[config.mk]
export PLATFORM = sky130hd
export DESIGN_NAME = pc_generator_flat
export DESIGN_NICKNAME = d
export VERILOG_FILES = /design/src/rtl/pc_generator_if.sv /design/src/rtl/pc_generator.sv /design/src/flat_wrapper.sv
export SDC_FILE = /design/constraint.sdc
export NUM_CORES = 1
export LEC_CHECK = 0
export ABC_AREA = 1
export BUFFER_PORTS_ARGS = -buffer_cell sky130_fd_sc_hd__buf_2
export CAP_MARGIN = 20
export CORE_ASPECT_RATIO = 0.5
export CORE_MARGIN = 3
export CORE_UTILIZATION = 40
export CTS_BUF_LIST = sky130_fd_sc_hd__clkbuf_8
export CTS_CLUSTER_DIAMETER = 40
export CTS_CLUSTER_SIZE = 20
export DETAILED_ROUTE_END_ITERATION = 10
export PLACE_DENSITY = 0.58
export SLEW_MARGIN = 20
export SYNTH_ARGS = -nofsm -noshare
export SYNTH_HDL_FRONTEND = slang
export SYNTH_SLANG_ARGS = --single-unit
[constraint.sdc]
create_clock -name i_clock -period 6.1 [get_ports i_clock]
set_input_delay 0.305 -clock i_clock [delete_from_list [all_inputs] [get_ports i_clock]]
set_output_delay 0.305 -clock i_clock [all_outputs]
set_load 0.01 [all_outputs]
[src/rtl/pc_generator_if.sv]
// Fetch-side bundle for pc_generator: stall/redirect/trap requests in, fetch PC and RAS status out.
// The DUT binds to "slave"; the requester (branch unit, trap logic) binds to "master".
interface pc_generator_if #(
    parameter int XLEN = 32
);
    logic            stall;
    logic            redirect_valid;
    logic [1:0]      redirect_kind;
    logic [XLEN-1:0] redirect_target;
    logic [XLEN-1:0] redirect_link;
    logic            trap_valid;
    logic [XLEN-1:0] trap_vector;
    logic [XLEN-1:0] pc;
    logic [XLEN-1:0] pc_plus4;
    logic            pc_valid;
    logic            misaligned;
    logic [XLEN-1:0] misaligned_addr;
    logic            ras_empty;
    logic            ras_full;

    modport master (
        output stall, redirect_valid, redirect_kind, redirect_target, redirect_link,
               trap_valid, trap_vector,
        input  pc, pc_plus4, pc_valid, misaligned, misaligned_addr, ras_empty, ras_full
    );

    modport slave (
        input  stall, redirect_valid, redirect_kind, redirect_target, redirect_link,
               trap_valid, trap_vector,
        output pc, pc_plus4, pc_valid, misaligned, misaligned_addr, ras_empty, ras_full
    );
endinterface

[src/rtl/pc_generator.sv]
// Next-PC generator: trap > redirect > stall > sequential, with a circular return-address stack.
// state   | meaning
// ST_INIT | first edge after reset; pc held at RESET_VECTOR, pc_valid low
// ST_RUN  | pc_valid high; next-PC selection active on every edge
module pc_generator #(
    parameter int              XLEN         = 32,
    parameter logic [XLEN-1:0] RESET_VECTOR = '0,
    parameter int              RAS_DEPTH    = 4
) (
    input logic           i_clock,
    input logic           i_reset,
    pc_generator_if.slave bus
);
    localparam int PW = $clog2(RAS_DEPTH);

    localparam logic [1:0] K_DIRECT   = 2'b00;
    localparam logic [1:0] K_INDIRECT = 2'b01;
    localparam logic [1:0] K_CALL     = 2'b10;

    typedef enum logic {
        ST_INIT,
        ST_RUN
    } state_t;

    state_t          r_state;
    state_t          w_state_next;
    logic [XLEN-1:0] r_pc;
    logic [XLEN-1:0] w_pc_next;
    logic [XLEN-1:0] w_pc_plus4;
    logic            r_mis;
    logic [XLEN-1:0] r_mis_addr;
    logic            w_mis;
    logic [XLEN-1:0] w_eff;
    logic            w_push;
    logic            w_pop;
    logic [PW-1:0]   r_top;
    logic [PW-1:0]   w_top_inc;
    logic [PW:0]     r_count;
    logic            w_ras_empty;
    logic            w_ras_full;
    logic [XLEN-1:0] r_ras [RAS_DEPTH];

    assign w_pc_plus4  = r_pc + XLEN'(4);
    assign w_top_inc   = r_top + 1'b1;
    assign w_ras_empty = (r_count == '0);
    assign w_ras_full  = (r_count == (PW+1)'(RAS_DEPTH));

    always_comb begin
        w_state_next = ST_RUN;
        w_pc_next    = r_pc;
        w_eff        = bus.redirect_target;
        w_mis        = 1'b0;
        w_push       = 1'b0;
        w_pop        = 1'b0;

        case (bus.redirect_kind)
            K_DIRECT:   w_eff = bus.redirect_target;
            K_INDIRECT: w_eff = bus.redirect_target & ~XLEN'(1);
            K_CALL:     w_eff = bus.redirect_target;
            default:    w_eff = w_ras_empty ? (bus.redirect_target & ~XLEN'(1)) : r_ras[r_top];
        endcase

        if (r_state == ST_RUN) begin
            if (bus.trap_valid) begin
                w_pc_next = bus.trap_vector & ~XLEN'(3);
            end else if (bus.redirect_valid) begin
                // A rejected target leaves both pc and the RAS untouched.
                if (w_eff[1:0] != 2'b00) begin
                    w_mis = 1'b1;
                end else begin
                    w_pc_next = w_eff;
                    w_push    = (bus.redirect_kind == K_CALL);
                    w_pop     = (bus.redirect_kind == 2'b11) && !w_ras_empty;
                end
            end else if (!bus.stall) begin
                w_pc_next = w_pc_plus4;
            end
        end
    end

    always_ff @(posedge i_clock or negedge i_reset) begin
        if (!i_reset) begin
            r_state    <= ST_INIT;
            r_pc       <= RESET_VECTOR;
            r_mis      <= 1'b0;
            r_mis_addr <= '0;
            r_top      <= '0;
            r_count    <= '0;
        end else begin
            r_state <= w_state_next;
            r_pc    <= w_pc_next;
            r_mis   <= w_mis;
            if (w_mis) begin
                r_mis_addr <= w_eff;
            end
            // Push when full overwrites the oldest slot; count saturates.
            if (w_push) begin
                r_top <= w_top_inc;
                if (!w_ras_full) begin
                    r_count <= r_count + 1'b1;
                end
            end else if (w_pop) begin
                r_top   <= r_top - 1'b1;
                r_count <= r_count - 1'b1;
            end
        end
    end

    always_ff @(posedge i_clock) begin
        if (w_push) begin
            r_ras[w_top_inc] <= bus.redirect_link;
        end
    end

    assign bus.pc              = r_pc;
    assign bus.pc_plus4        = w_pc_plus4;
    assign bus.pc_valid        = (r_state == ST_RUN);
    assign bus.misaligned      = r_mis;
    assign bus.misaligned_addr = r_mis_addr;
    assign bus.ras_empty       = w_ras_empty;
    assign bus.ras_full        = w_ras_full;
endmodule

[src/flat_wrapper.sv]
// flat-port wrapper written by rule: the top's interface ports become plain ports
module pc_generator_flat 
#(
    parameter int              XLEN         = 32,
    parameter logic [XLEN-1:0] RESET_VECTOR = '0,
    parameter int              RAS_DEPTH    = 4
)
  (i_clock, i_reset, bus_stall, bus_redirect_valid, bus_redirect_kind, bus_redirect_target, bus_redirect_link, bus_trap_valid, bus_trap_vector, bus_pc, bus_pc_plus4, bus_pc_valid, bus_misaligned, bus_misaligned_addr, bus_ras_empty, bus_ras_full);
  pc_generator_if #(.XLEN(XLEN)) bus_i ();
  input logic i_clock;
  input logic i_reset;
  input wire logic [$bits(bus_i.stall)-1:0] bus_stall;
  input wire logic [$bits(bus_i.redirect_valid)-1:0] bus_redirect_valid;
  input wire logic [$bits(bus_i.redirect_kind)-1:0] bus_redirect_kind;
  input wire logic [$bits(bus_i.redirect_target)-1:0] bus_redirect_target;
  input wire logic [$bits(bus_i.redirect_link)-1:0] bus_redirect_link;
  input wire logic [$bits(bus_i.trap_valid)-1:0] bus_trap_valid;
  input wire logic [$bits(bus_i.trap_vector)-1:0] bus_trap_vector;
  output wire logic [$bits(bus_i.pc)-1:0] bus_pc;
  output wire logic [$bits(bus_i.pc_plus4)-1:0] bus_pc_plus4;
  output wire logic [$bits(bus_i.pc_valid)-1:0] bus_pc_valid;
  output wire logic [$bits(bus_i.misaligned)-1:0] bus_misaligned;
  output wire logic [$bits(bus_i.misaligned_addr)-1:0] bus_misaligned_addr;
  output wire logic [$bits(bus_i.ras_empty)-1:0] bus_ras_empty;
  output wire logic [$bits(bus_i.ras_full)-1:0] bus_ras_full;
  assign bus_i.stall = bus_stall;
  assign bus_i.redirect_valid = bus_redirect_valid;
  assign bus_i.redirect_kind = bus_redirect_kind;
  assign bus_i.redirect_target = bus_redirect_target;
  assign bus_i.redirect_link = bus_redirect_link;
  assign bus_i.trap_valid = bus_trap_valid;
  assign bus_i.trap_vector = bus_trap_vector;
  assign bus_pc = bus_i.pc;
  assign bus_pc_plus4 = bus_i.pc_plus4;
  assign bus_pc_valid = bus_i.pc_valid;
  assign bus_misaligned = bus_i.misaligned;
  assign bus_misaligned_addr = bus_i.misaligned_addr;
  assign bus_ras_empty = bus_i.ras_empty;
  assign bus_ras_full = bus_i.ras_full;
  pc_generator #(.XLEN(XLEN), .RESET_VECTOR(RESET_VECTOR), .RAS_DEPTH(RAS_DEPTH)) u_core (.i_clock(i_clock), .i_reset(i_reset), .bus(bus_i));
endmodule
Word level (Yosys, flattened, before mapping)
Memory sizes are Yosys's and may differ from the RTL's.
Cells that the tools add are included.
{ "op_classes": {"n_addsub": 5, "n_eq_ne": 7, "n_mux": 25, "reduce_logical": 9} }
{ "op_table": {"columns": ["operator", "count"], "rows": [
  ["32-bit two-way mux", 5],
  ["32-bit one-hot mux with 2 select lines", 1],
  ["32-bit by 3-bit adder with 32-bit output, second input constant", 1],
  ["1-bit two-way mux", 14],
  ["3-bit two-way mux", 3],
  ["2-bit == test, second input constant", 2],
  ["2-bit two-way mux", 2],
  ["2-bit nonzero test", 2],
  ["3-bit by 1-bit adder with 3-bit output, second input constant", 1],
  ["3-bit == test, second input constant", 1],
  ["3-bit logical NOT", 1],
  ["3-bit by 1-bit inequality test with 1-bit output, second input constant", 1],
  ["3-bit inequality test, second input constant", 1],
  ["3-bit AND reduction", 1],
  ["3-bit by 1-bit subtractor with 3-bit output, second input constant", 1],
  ["2-bit by 1-bit adder with 2-bit output, second input constant", 1],
  ["2-bit by 1-bit == test with 1-bit output, second input constant", 1],
  ["2-bit logical NOT", 1],
  ["2-bit inequality test, second input constant", 1],
  ["2-bit AND reduction", 1],
  ["2-bit OR reduction", 1],
  ["2-bit by 1-bit subtractor with 2-bit output, second input constant", 1],
  ["1-bit logical AND", 1],
  ["1-bit logical NOT", 1]
]} }
{ "totals": {"reg_bits": 71, "ram_bits": 128, "inputBits": 103, "out_inout_bits": 100, "elab_cells": 53, "mem_count": 1} }
{ "memory_table": {"columns": ["memory", "words", "word_bits", "read_ports", "rd_clocked_by_memory_dff", "write_ports", "line_no", "source"], "rows": [
  ["u_core.r_ras", 4, 32, 1, 0, 1, "pc_generator.sv:41", "logic [XLEN-1:0] r_ras [RAS_DEPTH];"]
]} }

Logic depth before layout (Yosys ltp)
{ "depth": {"ltp_word": 10, "depth_mapped": 14, "ltp_nobuf": 13} }

Worst setup path before layout
OpenSTA, ideal clock, no wires.
{ "synth_path": {"kind": "register to register", "start": "register u_core.r_top[0]", "end": "memory u_core.r_ras[0][0] (enable)", "setup_time_ns": 0.421, "t_arrival_ns": 2.550, "t_required_ns": 5.679, "slack_ns": 3.129, "path_stages_with_launch": 8, "n_path_buf": 1, "period_less_slack_ns": 2.971, "cell_sequence": "dfrtp_1 -> buf_4 -> nand2_1 -> nand3_1 -> nand2_1 -> a21oi_4 -> nand3_1 -> nor2_1"} }
{ "synth_via": {"elab_chain_cells": 10, "elab_cells_between_ends": 11, "classes_between": "add/sub: 1; mux: 8; reduce/logical: 1; memory: 1"} }
{ "synth_lines": {"columns": ["item", "line_no", "source"], "rows": [
  ["start, declared", "pc_generator.sv:36", "logic [PW-1:0] r_top;"],
  ["start signal, assigned", "pc_generator.sv:98", "r_top <= w_top_inc;"],
  ["start signal, assigned", "pc_generator.sv:103", "r_top <= r_top - 1'b1;"],
  ["memory 4 x 32 bit", null, null],
  ["32-bit two-way mux", "pc_generator.sv:60", "default: w_eff = w_ras_empty ? (bus.redirect_target & ~XLEN'(1)) : r_ras[r_top];"],
  ["32-bit one-hot mux with 2 select lines", "pc_generator.sv:56", "case (bus.redirect_kind)"],
  ["2-bit nonzero test", "pc_generator.sv:68", "if (w_eff[1:0] != 2'b00) begin"],
  ["1-bit two-way mux", "pc_generator.sv:68", null],
  ["1-bit two-way mux", "pc_generator.sv:66", "end else if (bus.redirect_valid) begin"],
  ["1-bit two-way mux", "pc_generator.sv:64", "if (bus.trap_valid) begin"],
  ["1-bit two-way mux", "pc_generator.sv:63", "if (r_state == ST_RUN) begin"],
  ["1-bit two-way mux", "pc_generator.sv:110", "if (w_push) begin"],
  ["1-bit two-way mux (not written as such)", "pc_generator.sv:111", "r_ras[w_top_inc] <= bus.redirect_link;"],
  ["end, declared", "pc_generator.sv:41", null]
]} }
Several ways; a longest one is shown, not always the timed one.

Worst setup path in the final report
{ "layout_path": {"start": "register u_core.r_top[0]", "end": "register u_core.r_count[2]"} }
{ "layout_via": {"elab_chain_cells": 10, "elab_cells_between_ends": 16, "classes_between": "eq/ne: 1; mux: 11; reduce/logical: 3; memory: 1"} }
{ "layout_lines": {"columns": ["item", "line_no", "source"], "rows": [
  ["memory 4 x 32 bit *", null, null],
  ["32-bit two-way mux *", "pc_generator.sv:60", null],
  ["32-bit one-hot mux with 2 select lines *", "pc_generator.sv:56", null],
  ["2-bit nonzero test *", "pc_generator.sv:68", null],
  ["1-bit two-way mux", "pc_generator.sv:68", null],
  ["1-bit two-way mux", "pc_generator.sv:66", null],
  ["1-bit two-way mux", "pc_generator.sv:64", null],
  ["1-bit two-way mux", "pc_generator.sv:63", null],
  ["2-bit inequality test (no line) / 2-bit nonzero test (equally long branches)", null, null],
  ["2-bit AND reduction (no line)", null, null],
  ["end signal, assigned", "pc_generator.sv:100", "r_count <= r_count + 1'b1;"],
  ["end signal, assigned", "pc_generator.sv:104", "r_count <= r_count - 1'b1;"],
  ["end, declared", "pc_generator.sv:38", "logic [PW:0] r_count;"]
]} }
Mark *: on every way between the ends. The rest lies on a longest branch, timed or not.
A chain may end at the register's enable or synchronous reset.

==> impl_metrics.py <==
metrics = {
    "synthesis": {
        "synth_edf_count": 128,
        "synth_nets": 1090,
        "synth_ff_type": "edfxtp_1",
        "synthTopCellsByArea": "edfxtp_1 40%, dfrtp_1 19%, nand2_1 8.2%",
        "netlist_area_um2": 9600,
        "synthCells": 981,
        "synth.top_cell.area_share_pct": 40.1,
        "yosysSeqAreaShare_pct": 58.6,
        "avgSynthCellArea_um2": 9.78,
        "synth_most_common_cell": "nand2_1",
        "yosysUniqueCellTypes": 42,
        "synth-async-reset-ratio_pct": 35.7,
        "synth_top_cell_by_area": "edfxtp_1",
        "synth_warnings": 0,
        "ys_ff_latch": 199,
        "yosys-top-cells-count": "210 x nand2_1, 138 x nor2_1, 128 x edfxtp_1",
    },
    "cts": {
        "htreeDepth": 4,
        "cts.sinks": 199,
        "cts_made_buffers": 17,
        "clk_latency_ps": 470,
        "post_cts_buffers": 0,
        "ctsLongestPathBuffers": 2,
        "post_cts_resize_count": 0,
        "cts_hold_buf": 1,
        "clkTransAtPathRegs_ps": 110,
        "root_buffer": "clkbuf_8",
        "tritoncts": "yes",
    },
    "min_path": {
        "hold_path_class": "primary input to flip-flop",
        "hold_end": "u_core.r_ras[0][8]$_DFFE_PP_",
        "whs_path_depth": 1,
        "hp-start": "bus_redirect_link[8]",
    },
    "status": {
        "outcome": "completed",
    },
    "routing": {
        "dr.first_iter.drc_count": 647,
        "drt-met1-wl_um": 12800,
        "wire_per_inst_um": 18.2,
        "wl_met3_um": 1640,
        "met2_length_um": 12100,
        "drc_errors": 0,
        "dr.pass1.iters": 5,
        "routed_wl_um": 27000,
        "ant_nets": 0,
        "avgViaCountPerCell": 5.00,
        "num_vias": 7417,
        "routed.top_layer": "met5",
    },
    "floorplan": {
        "start_util_pct": 41.4,
        "core_area_um2": 23200,
        "fp.dieW_um": 225,
        "die_h_um": 116,
        "core.rowCount": 39,
        "die_area_um2": 26000,
        "ios": 203,
    },
    "setup_path": {
        "crit_type": "flip-flop to flip-flop",
        "crit_required_ps": 6480,
        "critPathMaxFanout": 67,
        "critical_path.slowest_cell": "fa_1",
        "cpMostUsedCell": "nand2_1",
        "worstSetupStartpointType": "flip-flop",
        "r2r-start": "u_core.r_top[0]$_DFFE_PN0P_",
        "timing.rr.end": "u_core.r_count[2]$_DFFE_PN0P_",
        "worstPathCellList": "buf_4 -> inv_2 -> buf_4 -> nand2_1 -> nand3_1 -> nand2_1 -> a21oi_4 -> nand3_1 -> fa_1 -> inv_1 -> nand4_1 -> nand3_1 -> nand2_1 -> nand2_1 -> inv_1",
        "critPathMaxStageDelay_ps": 480,
        "cp-end-kind": "flip-flop",
        "crit_arrival_ps": 3860,
        "reg2reg_slack_ps": 2620,
        "reg2reg_depth": 15,
    },
    "cells_and_area": {
        "fin_area_um2": 11200,
        "nNetsFinal": 1271,
        "drive_above_1_share_pct": 26.3,
        "syn_to_final_growth_pct": 16.8,
    },
    "global_route": {
        "track_usage_pct": 20.6,
        "grt_pass1_vias": 6910,
        "grt_start_max_net_pins": 72,
        "grt_pass1_wl_um": 40300,
        "grt.overflow.total": 0,
        "antenna_found_initial": 4,
    },
    "timing": {
        "hold_viol": 0,
        "rsz0062_at_grt": "false",
        "worst_pin_slew_ps": 958,
        "setup_tns_ps": 0,
        "clock.fmax_ghz": 0.287,
        "hold_slack_ps": 40.4,
        "maxSlewHeadroom_pct": 36.1,
        "skew_ps": 9.45,
        "fin_crit_ps": 3480,
        "finalSetupViolCount": 0,
        "drv_slew": 0,
        "post-route-period-util_pct": 57.1,
        "setup_ws_ps": 2620,
    },
    "power_and_ir_drop": {
        "powerDensity_nw_per_um2": 350,
        "ir_drop_uv": 174,
        "p_total_w": 0.00392,
        "p_leak_nw": 4.83,
    },
    "placement": {
        "gp_congestion": 0.884,
        "dpl.hpwl_um": 18800,
        "pre_cts_slack_ps": 2590,
        "place_area_um2": 10800,
        "portBuffers": 200,
    },
    "job": {
        "drv_cap": 0,
    },
}
-- metrics by stage --
step                      cells  utilization (%)
after floorplan             981                -
after global placement     1447             46.5
after detailed placement   1447             46.5
after CTS                  1480             48.3
after global routing       1482             48.4
final                      1483             48.4
-- cell usage in the layout, fill, tap and decap left out, types with 2 or more instances in the layout --
| master | netlist | layout |
|---|---|---|
| nor2_1 | 138 | 133 |
| ha_1 | 5 | 5 |
| buf_2 | 14 | 199 |
| inv_8 | 0 | 6 |
| dlygate4sd3_1 | 0 | 3 |
| nand3_1 | 39 | 39 |
| o21ai_2 | 20 | 20 |
| inv_2 | 5 | 5 |
| nand2_2 | 2 | 2 |
| buf_4 | 6 | 11 |
| o21bai_1 | 2 | 2 |
| nand2_4 | 11 | 11 |
| nand2_1 | 210 | 210 |
| a22o_1 | 6 | 6 |
| edfxtp_1 | 128 | 128 |
| nor3_1 | 11 | 11 |
| clkinvlp_4 | 0 | 5 |
| a21oi_4 | 2 | 2 |
| nand4_1 | 11 | 11 |
| o21ai_1 | 9 | 9 |
| or2_2 | 13 | 13 |
| a21oi_1 | 10 | 10 |
| clkbuf_8 | 0 | 18 |
| o21ai_0 | 94 | 94 |
| xnor2_1 | 8 | 8 |
| xor2_1 | 21 | 21 |
| nand3_2 | 2 | 2 |
| nor2_2 | 3 | 8 |
| dfrtp_1 | 71 | 70 |
| inv_1 | 62 | 62 |
| o211ai_1 | 36 | 36 |
| a22oi_1 | 2 | 2 |
-- worst max-delay path by stage --
stage | slack, ps | from | to | depth (start not counted)
after floorplan | 3130 | u_core.r_top[0]$_DFFE_PN0P_ | u_core.r_ras[0][0]$_DFFE_PP_ | 7
after global placement | 2620 | u_core.r_top[0]$_DFFE_PN0P_ | u_core.r_ras[1][20]$_DFFE_PP_ | 10
after detailed placement | 2590 | u_core.r_top[0]$_DFFE_PN0P_ | u_core.r_count[2]$_DFFE_PN0P_ | 15
after CTS | 2580 | u_core.r_top[0]$_DFFE_PN0P_ | u_core.r_count[2]$_DFFE_PN0P_ | 15
after global routing | 2240 | u_core.r_top[0]$_DFFE_PN0P_ | u_core.r_count[2]$_DFFE_PN0P_ | 15
final | 2620 | u_core.r_top[0]$_DFFE_PN0P_ | u_core.r_count[2]$_DFFE_PN0P_ | 15
-- critical path, delay by kind of cell, from the launching register on --
family	cells	cell delay, ps
buf+inv	5	1290
flops	1	380
compound gates	1	250
simple gates	8	920
fa+ha+maj	1	480
-- power breakdown --
part	switching, W	internal [W]
clock network	0.000516	0.000354
registers	0.000175	0.00158
logic	0.000837	0.000456
total	0.00153	0.00239
-- logic make-up after synthesis --
logic type      share of synthesized area [%]
fa+ha+maj                               0.861
other cells                            0.0391
flops                                    58.6
xor+xnor                                 2.65
simple gates                             20.0
buf+inv                                  5.85
compound gates                           12.0
-- layer usage --
layer	vias up	GRT usage [%]
met5	-	0
met4	8	5.07
met2	199	32.0
met1	3525	29.6
met3	25	4.63
li1	3660	-
-- state kept, by name (all words and copies together), names as in the netlist --
signal / cells
u_core.bus.misaligned_addr: 32
u_core.bus.pc_valid: 1
u_core.r_count: 3
u_core.bus.misaligned: 1
u_core.r_top: 2
u_core.r_ras: 128
u_core.bus.pc: 32
-- layout make-up --
type | instances | area [µm²]
flip-flops and latches | 199 | 5620
well taps | 307 | 384
clock buffers | 18 | 248
clock inverters | 14 | 160
inverters | 68 | 258
repair buffers | 213 | 1110
fillers | 2210 | 12000
diodes | 1 | 2.50
multi-input cells | 663 | 3430
Note: power is estimated with default switching activity, not from simulation.
